File: config.mk
export PLATFORM = sky130hd
export DESIGN_NAME = serial_subtractor
export DESIGN_NICKNAME = d
export VERILOG_FILES = /design/src/rtl/serial_subtractor.sv
export SDC_FILE = /design/constraint.sdc
export NUM_CORES = 1
export LEC_CHECK = 0
export CAP_MARGIN = 20
export CORE_ASPECT_RATIO = 0.5
export CORE_MARGIN = 2
export CORE_UTILIZATION = 25
export CTS_BUF_LIST = sky130_fd_sc_hd__clkbuf_8
export DETAILED_ROUTE_END_ITERATION = 16
export RECOVER_POWER = 50
export REMOVE_ABC_BUFFERS = 1
export SETUP_SLACK_MARGIN = 0.15
export SKIP_LAST_GASP = 1
export SYNTH_ARGS = -nofsm -noshare
export SYNTH_HDL_FRONTEND = slang
export SYNTH_SLANG_ARGS = --single-unit
File: constraint.sdc
create_clock -name clk -period 1.4 [get_ports clk]
set_clock_uncertainty 0.1 [all_clocks]
set_input_delay 0.28 -clock clk [delete_from_list [all_inputs] [get_ports clk]]
set_output_delay 0.28 -clock clk [all_outputs]
set_load 0.1 [all_outputs]
File: src/rtl/serial_subtractor.sv
// Bit-serial unsigned subtractor: LSB-first full-subtractor over WIDTH cycles,
// with registered difference and final borrow presented alongside a one-cycle done pulse.
module serial_subtractor #(
    parameter int WIDTH = 8
) (
    input  logic             clk,
    input  logic             rst,
    input  logic             start,
    input  logic [WIDTH-1:0] in_a,
    input  logic [WIDTH-1:0] in_b,
    output logic             busy,
    output logic             done,
    output logic [WIDTH-1:0] out_d,
    output logic             out_e
);

    localparam int CW = $clog2(WIDTH + 1);
    localparam logic [CW-1:0] LAST = CW'(WIDTH - 1);

    typedef enum logic [1:0] {
        IDLE,
        RUN,
        DONE
    } state_t;

    state_t           state_q, state_d;
    logic [WIDTH-1:0] a_sr_q, a_sr_d;
    logic [WIDTH-1:0] b_sr_q, b_sr_d;
    logic [WIDTH-1:0] diff_q, diff_d;
    logic             borrow_q, borrow_d;
    logic [CW-1:0]    cnt_q, cnt_d;
    logic [WIDTH-1:0] out_d_q, out_d_d;
    logic             out_e_q, out_e_d;
    logic             d_bit, e_bit;

    always_ff @(posedge clk) begin
        if (rst) begin
            state_q  <= IDLE;
            a_sr_q   <= '0;
            b_sr_q   <= '0;
            diff_q   <= '0;
            borrow_q <= 1'b0;
            cnt_q    <= '0;
            out_d_q  <= '0;
            out_e_q  <= 1'b0;
        end else begin
            state_q  <= state_d;
            a_sr_q   <= a_sr_d;
            b_sr_q   <= b_sr_d;
            diff_q   <= diff_d;
            borrow_q <= borrow_d;
            cnt_q    <= cnt_d;
            out_d_q  <= out_d_d;
            out_e_q  <= out_e_d;
        end
    end

    always_comb begin
        state_d  = state_q;
        a_sr_d   = a_sr_q;
        b_sr_d   = b_sr_q;
        diff_d   = diff_q;
        borrow_d = borrow_q;
        cnt_d    = cnt_q;
        out_d_d  = out_d_q;
        out_e_d  = out_e_q;

        d_bit = a_sr_q[0] ^ b_sr_q[0] ^ borrow_q;
        e_bit = (~a_sr_q[0] & b_sr_q[0]) | (~a_sr_q[0] & borrow_q) | (b_sr_q[0] & borrow_q);

        case (state_q)
            IDLE: begin
                if (start) begin
                    state_d  = RUN;
                    a_sr_d   = in_a;
                    b_sr_d   = in_b;
                    borrow_d = 1'b0;
                    cnt_d    = '0;
                end
            end
            RUN: begin
                a_sr_d   = a_sr_q >> 1;
                b_sr_d   = b_sr_q >> 1;
                diff_d   = {d_bit, diff_q[WIDTH-1:1]};
                borrow_d = e_bit;
                cnt_d    = cnt_q + 1'b1;
                // Last bit: publish the fully shifted difference in the same edge.
                if (cnt_q == LAST) begin
                    state_d = DONE;
                    out_d_d = {d_bit, diff_q[WIDTH-1:1]};
                    out_e_d = e_bit;
                end
            end
            DONE: begin
                if (start) begin
                    state_d  = RUN;
                    a_sr_d   = in_a;
                    b_sr_d   = in_b;
                    borrow_d = 1'b0;
                    cnt_d    = '0;
                end else begin
                    state_d = IDLE;
                end
            end
            default: state_d = IDLE;
        endcase
    end

    assign busy  = (state_q == RUN);
    assign done  = (state_q == DONE);
    assign out_d = out_d_q;
    assign out_e = out_e_q;

endmodule

==> results of run 1 <==
## power by group
part           internal, uW  total, uW  switching, uW
Combinational           316        595            279
Sequential             1170       1220           51.1
Clock                   443        833            390
## cells in the mapped netlist, types with 2 or more instances
master	n
buf_4	3
clkbuf_1	2
buf_6	5
a211oi_1	4
nor3_1	6
nor2b_1	2
nor2_1	4
dfxtp_1	39
o21a_1	2
nand2b_1	19
buf_2	3
nand3_1	5
inv_1	2
nor3_2	9
nand2_1	14
a21oi_1	11
nand4b_1	2
a211oi_2	11
mux2i_1	24
## routing by layer
metal | part of all wire, % | wire length (um) | up-vias | track usage, %
met2 | 46 | 2040 | 23 | 17.5
li1 | - | - | 751 | -
met5 | 0 | 0 | - | 0
met4 | 1.3 | 59 | 0 | 4.12
met1 | 49 | 2150 | 702 | 14.4
met3 | 3.6 | 157 | 9 | 3.18
## repair_timing
| action | in CTS | in global routing |
|---|---|---|
| pin swaps | 8 | 8 |
| setup buffers | 9 | 4 |
| resized for setup | 36 | 22 |
| cloned | 1 | 1 |
| setup endpoints to repair | 47 | 41 |
## worst paths after layout
path,startpoint,to,slack [ps],cells after the start
max reg2reg,state_q[1],cnt_q[0],-10,6
min,start,cnt_q[3],320,3
max,state_q[0],done,-50,3
min reg2reg,diff_q[1],diff_q[1],360,2
## cells in the final DEF (no fill, tap or decap), types with 2 or more instances in the layout
cell and count:
buf_4 28, mux2i_1 24, dfxtp_1 24, nand2b_1 19, clkdlybuf4s50_1 17, nand2_1 14, dfxtp_2 12, a211oi_2 11
nor3_4 9, a21oi_1 8, clkbuf_8 7, buf_12 7, nor3_2 5, nand3_1 5, nor2_1 4, a211oi_1 4
buf_6 4, inv_1 3, a21oi_2 3, dfxtp_4 3, o21a_1 2, nand4b_1 2, clkbuf_2 2
## layout make-up
| class | count | area [sq um] | share of cell area, % |
|---|---|---|---|
| timing repair buffer | 62 | 633 | 22.8 |
| multi-input combinational | 126 | 1100 | 39.5 |
| tap | 96 | 120 | 4.33 |
| clock buffer | 7 | 96.3 | 3.47 |
| inverter | 3 | 18.8 | 0.676 |
| sequential | 39 | 807 | 29.1 |
| clock inverter | 1 | 3.75 | 0.135 |
## cells by family after synthesis
family	after synthesis	synth area share, %
flip-flops	39	41.8
adder cells (fa/ha/maj)	2	1.74
AND/OR/NAND/NOR	68	22.8
buffers and inverters	17	6.50
AO/OA/AOI/OAI	32	14.3
multiplexers	24	12.9
## worst min-delay path, cell delays in order
cell and delay, ps:
dlymetal6s2s_1 150, or4b_4 160, o311ai_2 80
## flip-flops by register name (all words and copies together), names as in the netlist
register,count
a_sr_q,8
b_sr_q,8
borrow_q,1
cnt_q,4
diff_q,7
out_d,8
out_e,1
state_q,2
## through the flow
step / worst slack, ps / std cells / instance area [sq um]
floorplan: -1040 / 168 / 1760
global placement: -188 / 311 / 2460
detailed placement: -214 / 311 / 2460
CTS: -62.4 / 329 / 2770
global route: -88.9 / 334 / 2780
finish: -45.8 / 334 / 2780
==> flow_summary.html, run 1 <==
<table>
<tr><th>Metric</th><th>Value</th></tr>
<tr><th colspan="2">Outcome</th></tr>
<tr><td>Outcome</td><td>finished, violations left</td></tr>
<tr><td>Failing checks</td><td>negative setup slack</td></tr>
<tr><th colspan="2">CTS</th></tr>
<tr><td>CTS tree</td><td>built</td></tr>
<tr><td>Register clock-pin slew on the reported worst setup and hold paths</td><td>about 70 ps</td></tr>
<tr><td>Clock net sink count</td><td>39</td></tr>
<tr><td>Library cell used as clock root buffer</td><td>clkbuf_8</td></tr>
<tr><td>Cts-stage hold buffer count</td><td>0</td></tr>
<tr><td>Htree depth</td><td>2</td></tr>
<tr><td>Largest buffer count on any clock path</td><td>2</td></tr>
<tr><td>Clock network latency to the later pin of the worst-skew pair</td><td>between 200 and 300 ps</td></tr>
<tr><td>Cts bufs inserted</td><td>5</td></tr>
<tr><th colspan="2">Worst setup path</th></tr>
<tr><td>Kind of launch point of the worst setup path</td><td>register</td></tr>
<tr><td>Signal arrival time at the worst endpoint</td><td>1070 ps</td></tr>
<tr><td>Critical-path cell list</td><td>buf_6 &gt; nor2b_4 &gt; buf_12</td></tr>
<tr><td>Largest fanout on the critical path</td><td>4</td></tr>
<tr><td>Cell class contributing the biggest share of worst-path delay</td><td>flip-flops</td></tr>
<tr><td>Slowest-stage cell, CP</td><td>dfxtp_4</td></tr>
<tr><td>Worst EP required</td><td>1020 ps</td></tr>
<tr><td>Critical path class</td><td>reg -&gt; out</td></tr>
<tr><td>Crit path buf inv count</td><td>2</td></tr>
<tr><td>Crit-path max cell delay</td><td>360 ps</td></tr>
<tr><td>Category of the worst setup path capture point</td><td>output pin</td></tr>
<tr><th colspan="2">Die</th></tr>
<tr><td>I/O pin cnt</td><td>30</td></tr>
<tr><td>Rows</td><td>22</td></tr>
<tr><td>Effective utilization at floorplan</td><td>about a quarter</td></tr>
<tr><td>Horizontal die dimension</td><td>126 um</td></tr>
<tr><td>Die area</td><td>8220 sq um</td></tr>
<tr><td>Die Span Y</td><td>65.1 um</td></tr>
<tr><td>Core Region</td><td>about 7300 sq um</td></tr>
<tr><th colspan="2">Route</th></tr>
<tr><td>Count of vias placed by the detailed router</td><td>1485</td></tr>
<tr><td>Wirelength, routed</td><td>approximately 4400 um</td></tr>
<tr><td>Starting DRC count in detailed routing</td><td>59</td></tr>
<tr><td>Average wire per standard cell</td><td>13.2 um</td></tr>
<tr><td>DRC viols</td><td>0</td></tr>
<tr><td>Post-route ant nets</td><td>0</td></tr>
<tr><td>First-pass iteration count of the detailed router</td><td>4</td></tr>
<tr><td>DR vias/cell</td><td>between 4 and 5</td></tr>
<tr><th colspan="2">Global route</th></tr>
<tr><td>Number of global-route vias before repair</td><td>1512</td></tr>
<tr><td>Wire length of the first global-routing pass</td><td>7230 um</td></tr>
<tr><td>Largest net degree at the start of global routing</td><td>28</td></tr>
<tr><td>Total track usage</td><td>between 10 and 15%</td></tr>
<tr><td>Global-route congestion overflow total</td><td>0</td></tr>
<tr><td>Number of antenna violations at the first check in global routing</td><td>0</td></tr>
<tr><th colspan="2">Synth</th></tr>
<tr><td>Post-synth top area share</td><td>41.8%</td></tr>
<tr><td>Yosys top cell by area</td><td>dfxtp_1</td></tr>
<tr><td>Number of flops mapped to enable cells by yosys</td><td>0</td></tr>
<tr><td>Post-synthesis cell count</td><td>182</td></tr>
<tr><td>Post-synthesis cell type count</td><td>34</td></tr>
<tr><td>Flop and latch count out of synthesis</td><td>39</td></tr>
<tr><td>Number of warnings printed during yosys synthesis</td><td>0</td></tr>
<tr><td>Area contributors post-synth</td><td>dfxtp_1 42%, mux2i_1 13%, a211oi_2 7.4%</td></tr>
<tr><td>Proportion of synthesized chip area in sequential cells</td><td>41.8%</td></tr>
<tr><td>Post-synthesis instance area</td><td>1870 sq um</td></tr>
<tr><td>Asr flop ratio synth</td><td>0%</td></tr>
<tr><td>Most frequently used flop master after synthesis</td><td>dfxtp_1</td></tr>
<tr><td>Mean area per synthesized cell</td><td>slightly above 10 sq um</td></tr>
<tr><th colspan="2">Timing</th></tr>
<tr><td>Setup repair after global routing missed its margin</td><td>yes</td></tr>
<tr><td>Minimum clock period</td><td>1450 ps</td></tr>
<tr><td>Relative slew margins</td><td>74.7%</td></tr>
<tr><td>Hold_ws</td><td>324 ps</td></tr>
<tr><td>Transition time of the tightest slew-check pin</td><td>379 ps</td></tr>
<tr><td>Final critical-path setup slack</td><td>-45.8 ps</td></tr>
<tr><td>Final setup fails</td><td>4</td></tr>
<tr><td>Final setup TNS</td><td>-95.1 ps</td></tr>
<tr><td>Count of final hold-check violations</td><td>0</td></tr>
<tr><td>Final Max Slew Viols</td><td>0</td></tr>
<tr><td>Share of the clock period used by the worst path</td><td>103%</td></tr>
<tr><td>Maximum clock frequency</td><td>0.692 GHz</td></tr>
<tr><th colspan="2">Placement</th></tr>
<tr><td>Port bufs</td><td>29</td></tr>
<tr><td>Global placement routability congestion</td><td>roughly 0.74</td></tr>
<tr><td>Half-perimeter wire length after placement</td><td>2740 um</td></tr>
<tr><th colspan="2">Final layout</th></tr>
<tr><td>Final core area utilization</td><td>38.1%</td></tr>
<tr><td>Ant. Diodes</td><td>0</td></tr>
<tr><td>Number of fillers in the final layout</td><td>~690</td></tr>
<tr><td>Number of nets at the end of the flow</td><td>258</td></tr>
<tr><td>Share of post-route cells with drive strength above 1</td><td>43.7%</td></tr>
<tr><td>P&amp;R area growth vs syn</td><td>48.6%</td></tr>
<tr><th colspan="2">Min path</th></tr>
<tr><td>Type of the worst min-delay path</td><td>in -&gt; reg</td></tr>
<tr><th colspan="2">Power and ir drop</th></tr>
<tr><td>PD cells</td><td>953 nW/um^2</td></tr>
<tr><td>P_leak</td><td>roughly 0.0010 uW</td></tr>
<tr><td>Final Total Pwr</td><td>between 2000 and 3000 uW</td></tr>
<tr><td>Peak supply drop</td><td>around 0.4 mV</td></tr>
<tr><th colspan="2">Flow run</th></tr>
<tr><td>Count of maximum capacitance violations</td><td>0</td></tr>
</table>
(Power assumes the default switching activity.)
==> run 2: changes to the inputs <==
--- a/config.mk
+++ b/config.mk
@@ -8,9 +8,10 @@
 export CAP_MARGIN = 20
 export CORE_ASPECT_RATIO = 0.5
 export CORE_MARGIN = 2
-export CORE_UTILIZATION = 25
+export CORE_UTILIZATION = 50
 export CTS_BUF_LIST = sky130_fd_sc_hd__clkbuf_8
 export DETAILED_ROUTE_END_ITERATION = 16
+export PLACE_DENSITY = 0.78
 export RECOVER_POWER = 50
 export REMOVE_ABC_BUFFERS = 1
 export SETUP_SLACK_MARGIN = 0.15
==> run 2 against run 1 <==
  * The flow still finishes with violations (negative setup slack)
  * Sequential power about the same
  * First-iteration DRC count fell by 61%
  * Register-to-register slack got worse by 100 ps
  * Final cell count shrank 14%
  * Clock-buffer cell count is 2 lower
  * Utilization up 43 points
  * Clock power rose by 37%
  * Flip-flop and latch count did not move
  * Final area rose by 2.4%
==> flow_summary.html, run 2 (synthesis gave the netlist of run 1 again) <==
<table>
<tr><th>Metric</th><th>Value</th></tr>
<tr><th colspan="2">Timing</th></tr>
<tr><td>Final critical-path setup slack</td><td>-114 ps</td></tr>
<tr><td>Minimum clock period</td><td>between 1500 and 2000 ps</td></tr>
<tr><td>Final setup TNS</td><td>-424 ps</td></tr>
<tr><td>Relative slew margins</td><td>a little over four fifths</td></tr>
<tr><td>Final Max Slew Viols</td><td>0</td></tr>
<tr><td>Share of the clock period used by the worst path</td><td>108%</td></tr>
<tr><td>Setup repair after global routing missed its margin</td><td>yes</td></tr>
<tr><td>Count of final hold-check violations</td><td>0</td></tr>
<tr><td>Final setup fails</td><td>8</td></tr>
<tr><td>Maximum clock frequency</td><td>approximately 0.66 GHz</td></tr>
<tr><td>Transition time of the tightest slew-check pin</td><td>239 ps</td></tr>
<tr><th colspan="2">Route</th></tr>
<tr><td>DR vias/cell</td><td>5.54</td></tr>
<tr><td>Starting DRC count in detailed routing</td><td>23</td></tr>
<tr><td>Count of vias placed by the detailed router</td><td>1595</td></tr>
<tr><td>DRC viols</td><td>0</td></tr>
<tr><td>Average wire per standard cell</td><td>around 17 um</td></tr>
<tr><td>Wirelength, routed</td><td>4820 um</td></tr>
<tr><td>Post-route ant nets</td><td>0</td></tr>
<tr><td>First-pass iteration count of the detailed router</td><td>5</td></tr>
<tr><th colspan="2">Worst setup path</th></tr>
<tr><td>Critical path class</td><td>reg -&gt; reg</td></tr>
<tr><td>Worst reg2reg path depth</td><td>7</td></tr>
<tr><td>Category of the worst setup path capture point</td><td>register</td></tr>
<tr><td>Signal arrival time at the worst endpoint</td><td>1600 ps</td></tr>
<tr><td>R2R Setup Slk</td><td>-110 ps</td></tr>
<tr><td>Kind of launch point of the worst setup path</td><td>register</td></tr>
<tr><td>Top cell by count, worst path</td><td>buf_4</td></tr>
<tr><td>Worst EP required</td><td>1480 ps</td></tr>
<tr><td>Critical-path cell list</td><td>buf_6 &gt; nand2b_4 &gt; inv_8 &gt; buf_4 &gt; buf_4 &gt; nor3_2 &gt; a211oi_2</td></tr>
<tr><td>Crit-path max cell delay</td><td>370 ps</td></tr>
<tr><td>Largest fanout on the critical path</td><td>8</td></tr>
<tr><td>Slowest-stage cell, CP</td><td>dfxtp_4</td></tr>
<tr><th colspan="2">Final layout</th></tr>
<tr><td>Share of post-route cells with drive strength above 1</td><td>43.5%</td></tr>
<tr><td>Most frequent standard cell in the layout excluding fill and tap cells</td><td>mux2i_1</td></tr>
<tr><td>Number of nets at the end of the flow</td><td>around 260</td></tr>
<tr><td>Leading cell types in the layout, fill and taps excluded</td><td>24 x mux2i_1, 23 x dfxtp_1, 22 x buf_4, 19 x nand2b_1, 16 x clkdlybuf4s50_1</td></tr>
<tr><td>Number of fillers in the final layout</td><td>193</td></tr>
<tr><td>Total area of multi-input combinational cells</td><td>between 1000 and 1500 sq um</td></tr>
<tr><td>P&amp;R area growth vs syn</td><td>52.2%</td></tr>
<tr><td>Final core area utilization</td><td>81.0%</td></tr>
<tr><td>Reg area</td><td>806 sq um</td></tr>
<tr><td>Ant. Diodes</td><td>0</td></tr>
<tr><th colspan="2">CTS</th></tr>
<tr><td>Largest buffer count on any clock path</td><td>2</td></tr>
<tr><td>Htree depth</td><td>2</td></tr>
<tr><td>Cts bufs inserted</td><td>5</td></tr>
<tr><td>CTS tree</td><td>built</td></tr>
<tr><td>Register clock-pin slew on the reported worst setup and hold paths</td><td>80 ps</td></tr>
<tr><td>Clock net sink count</td><td>39</td></tr>
<tr><td>Library cell used as clock root buffer</td><td>clkbuf_8</td></tr>
<tr><td>Clock network latency to the later pin of the worst-skew pair</td><td>around 300 ps</td></tr>
<tr><td>Cts-stage hold buffer count</td><td>0</td></tr>
<tr><th colspan="2">Global route</th></tr>
<tr><td>Largest net degree at the start of global routing</td><td>26</td></tr>
<tr><td>Number of global-route vias before repair</td><td>1592</td></tr>
<tr><td>Number of antenna violations at the first check in global routing</td><td>0</td></tr>
<tr><td>Wire length of the first global-routing pass</td><td>7430 um</td></tr>
<tr><td>Global-route congestion overflow total</td><td>0</td></tr>
<tr><td>Total track usage</td><td>23.4%</td></tr>
<tr><th colspan="2">Die</th></tr>
<tr><td>Die area</td><td>4270 sq um</td></tr>
<tr><td>I/O pin cnt</td><td>30</td></tr>
<tr><td>Die Span Y</td><td>47.2 um</td></tr>
<tr><td>Core Region</td><td>3510 sq um</td></tr>
<tr><td>Effective utilization at floorplan</td><td>53.2%</td></tr>
<tr><td>Rows</td><td>15</td></tr>
<tr><td>Horizontal die dimension</td><td>roughly 90 um</td></tr>
<tr><th colspan="2">Power and ir drop</th></tr>
<tr><td>Peak supply drop</td><td>0.662 mV</td></tr>
<tr><td>PD cells</td><td>1050 nW/um^2</td></tr>
<tr><td>P_leak</td><td>0.00104 uW</td></tr>
<tr><td>Share of total power in sequential cells</td><td>41.3%</td></tr>
<tr><td>P_sw</td><td>791 uW</td></tr>
<tr><td>Switching Fraction</td><td>26.5%</td></tr>
<tr><td>Final Total Pwr</td><td>slightly below 3000 uW</td></tr>
<tr><td>Clk pwr share</td><td>38.4%</td></tr>
<tr><td>Proportion of power drawn by combinational gates</td><td>20.3%</td></tr>
<tr><td>Internal power</td><td>approximately 2200 uW</td></tr>
<tr><th colspan="2">Placement</th></tr>
<tr><td>Global placement routability congestion</td><td>0.723</td></tr>
<tr><td>Port bufs</td><td>29</td></tr>
<tr><td>Half-perimeter wire length after placement</td><td>2800 um</td></tr>
<tr><th colspan="2">Outcome</th></tr>
<tr><td>Outcome</td><td>finished, violations left</td></tr>
<tr><td>Failing checks</td><td>negative setup slack</td></tr>
<tr><th colspan="2">Min path</th></tr>
<tr><td>Instance count along the most critical hold path</td><td>3</td></tr>
<tr><td>Type of the worst min-delay path</td><td>in -&gt; reg</td></tr>
<tr><th colspan="2">Flow run</th></tr>
<tr><td>Count of maximum capacitance violations</td><td>0</td></tr>
</table>
[run 2: final cells by class]
cell class,count,area share (%)
clock buffers,5,2.42
clock inverters,3,2.38
inverters,3,0.660
multi-input cells,126,39.1
flip-flops and latches,39,28.3
well taps,51,2.24
repair buffers,61,24.9
[run 2: repair_timing]
item                       in CTS  in global routing
setup endpoints to repair      47                 40
cloned                          1                  0
pin swaps                       5                  1
gates resized for setup        44                  9
buffers inserted                6                  0
[run 2: critical path: cells and delay by family (launching register included)]
kind                   cells  cell delay (ps)
DFF                        1              370
and+or+nand+nor            2              340
buffers and inverters      4              500
AOI/OAI and AO/OA          1               90
[run 2: path summary, 6_finish.rpt]
path              startpoint   endpoint
setup / recovery  state_q[0]  a_sr_q[4]
hold / removal         start   cnt_q[3]
setup reg to reg  state_q[0]  a_sr_q[4]
hold reg to reg    diff_q[1]  diff_q[1]
[run 2: metrics by stage]
stage / setup WS, ps / instance area, sq um / instances / hold slack (ps)
finish: -114 / 2840 / 288 / 355
global route: -127 / 2840 / 288 / 344
CTS: -66.9 / 2810 / 288 / 372
detailed placement: -230 / 2460 / 273 / 361
global placement: -170 / 2460 / 273 / 341
floorplan: -1040 / 1760 / 168 / 245
[run 2: metal layers]
layer | up-vias | share of wire, % | GRT usage (%)
met4 | 0 | 4.6 | 16.9
met3 | 26 | 5.3 | 6.58
met2 | 56 | 50 | 43.2
met1 | 763 | 40 | 25.0
met5 | - | 0 | 0
li1 | 750 | - | -
[run 2: power groups by stage]
stage	clock [uW]	sequential (uW)	combinational (uW)
3_5_place_dp	0	1240	488
3_3_place_gp	0	1230	475
6_report	1140	1230	606
2_1_floorplan	0	1240	249
5_1_grt	1200	1240	643
4_1_cts	1140	1220	572
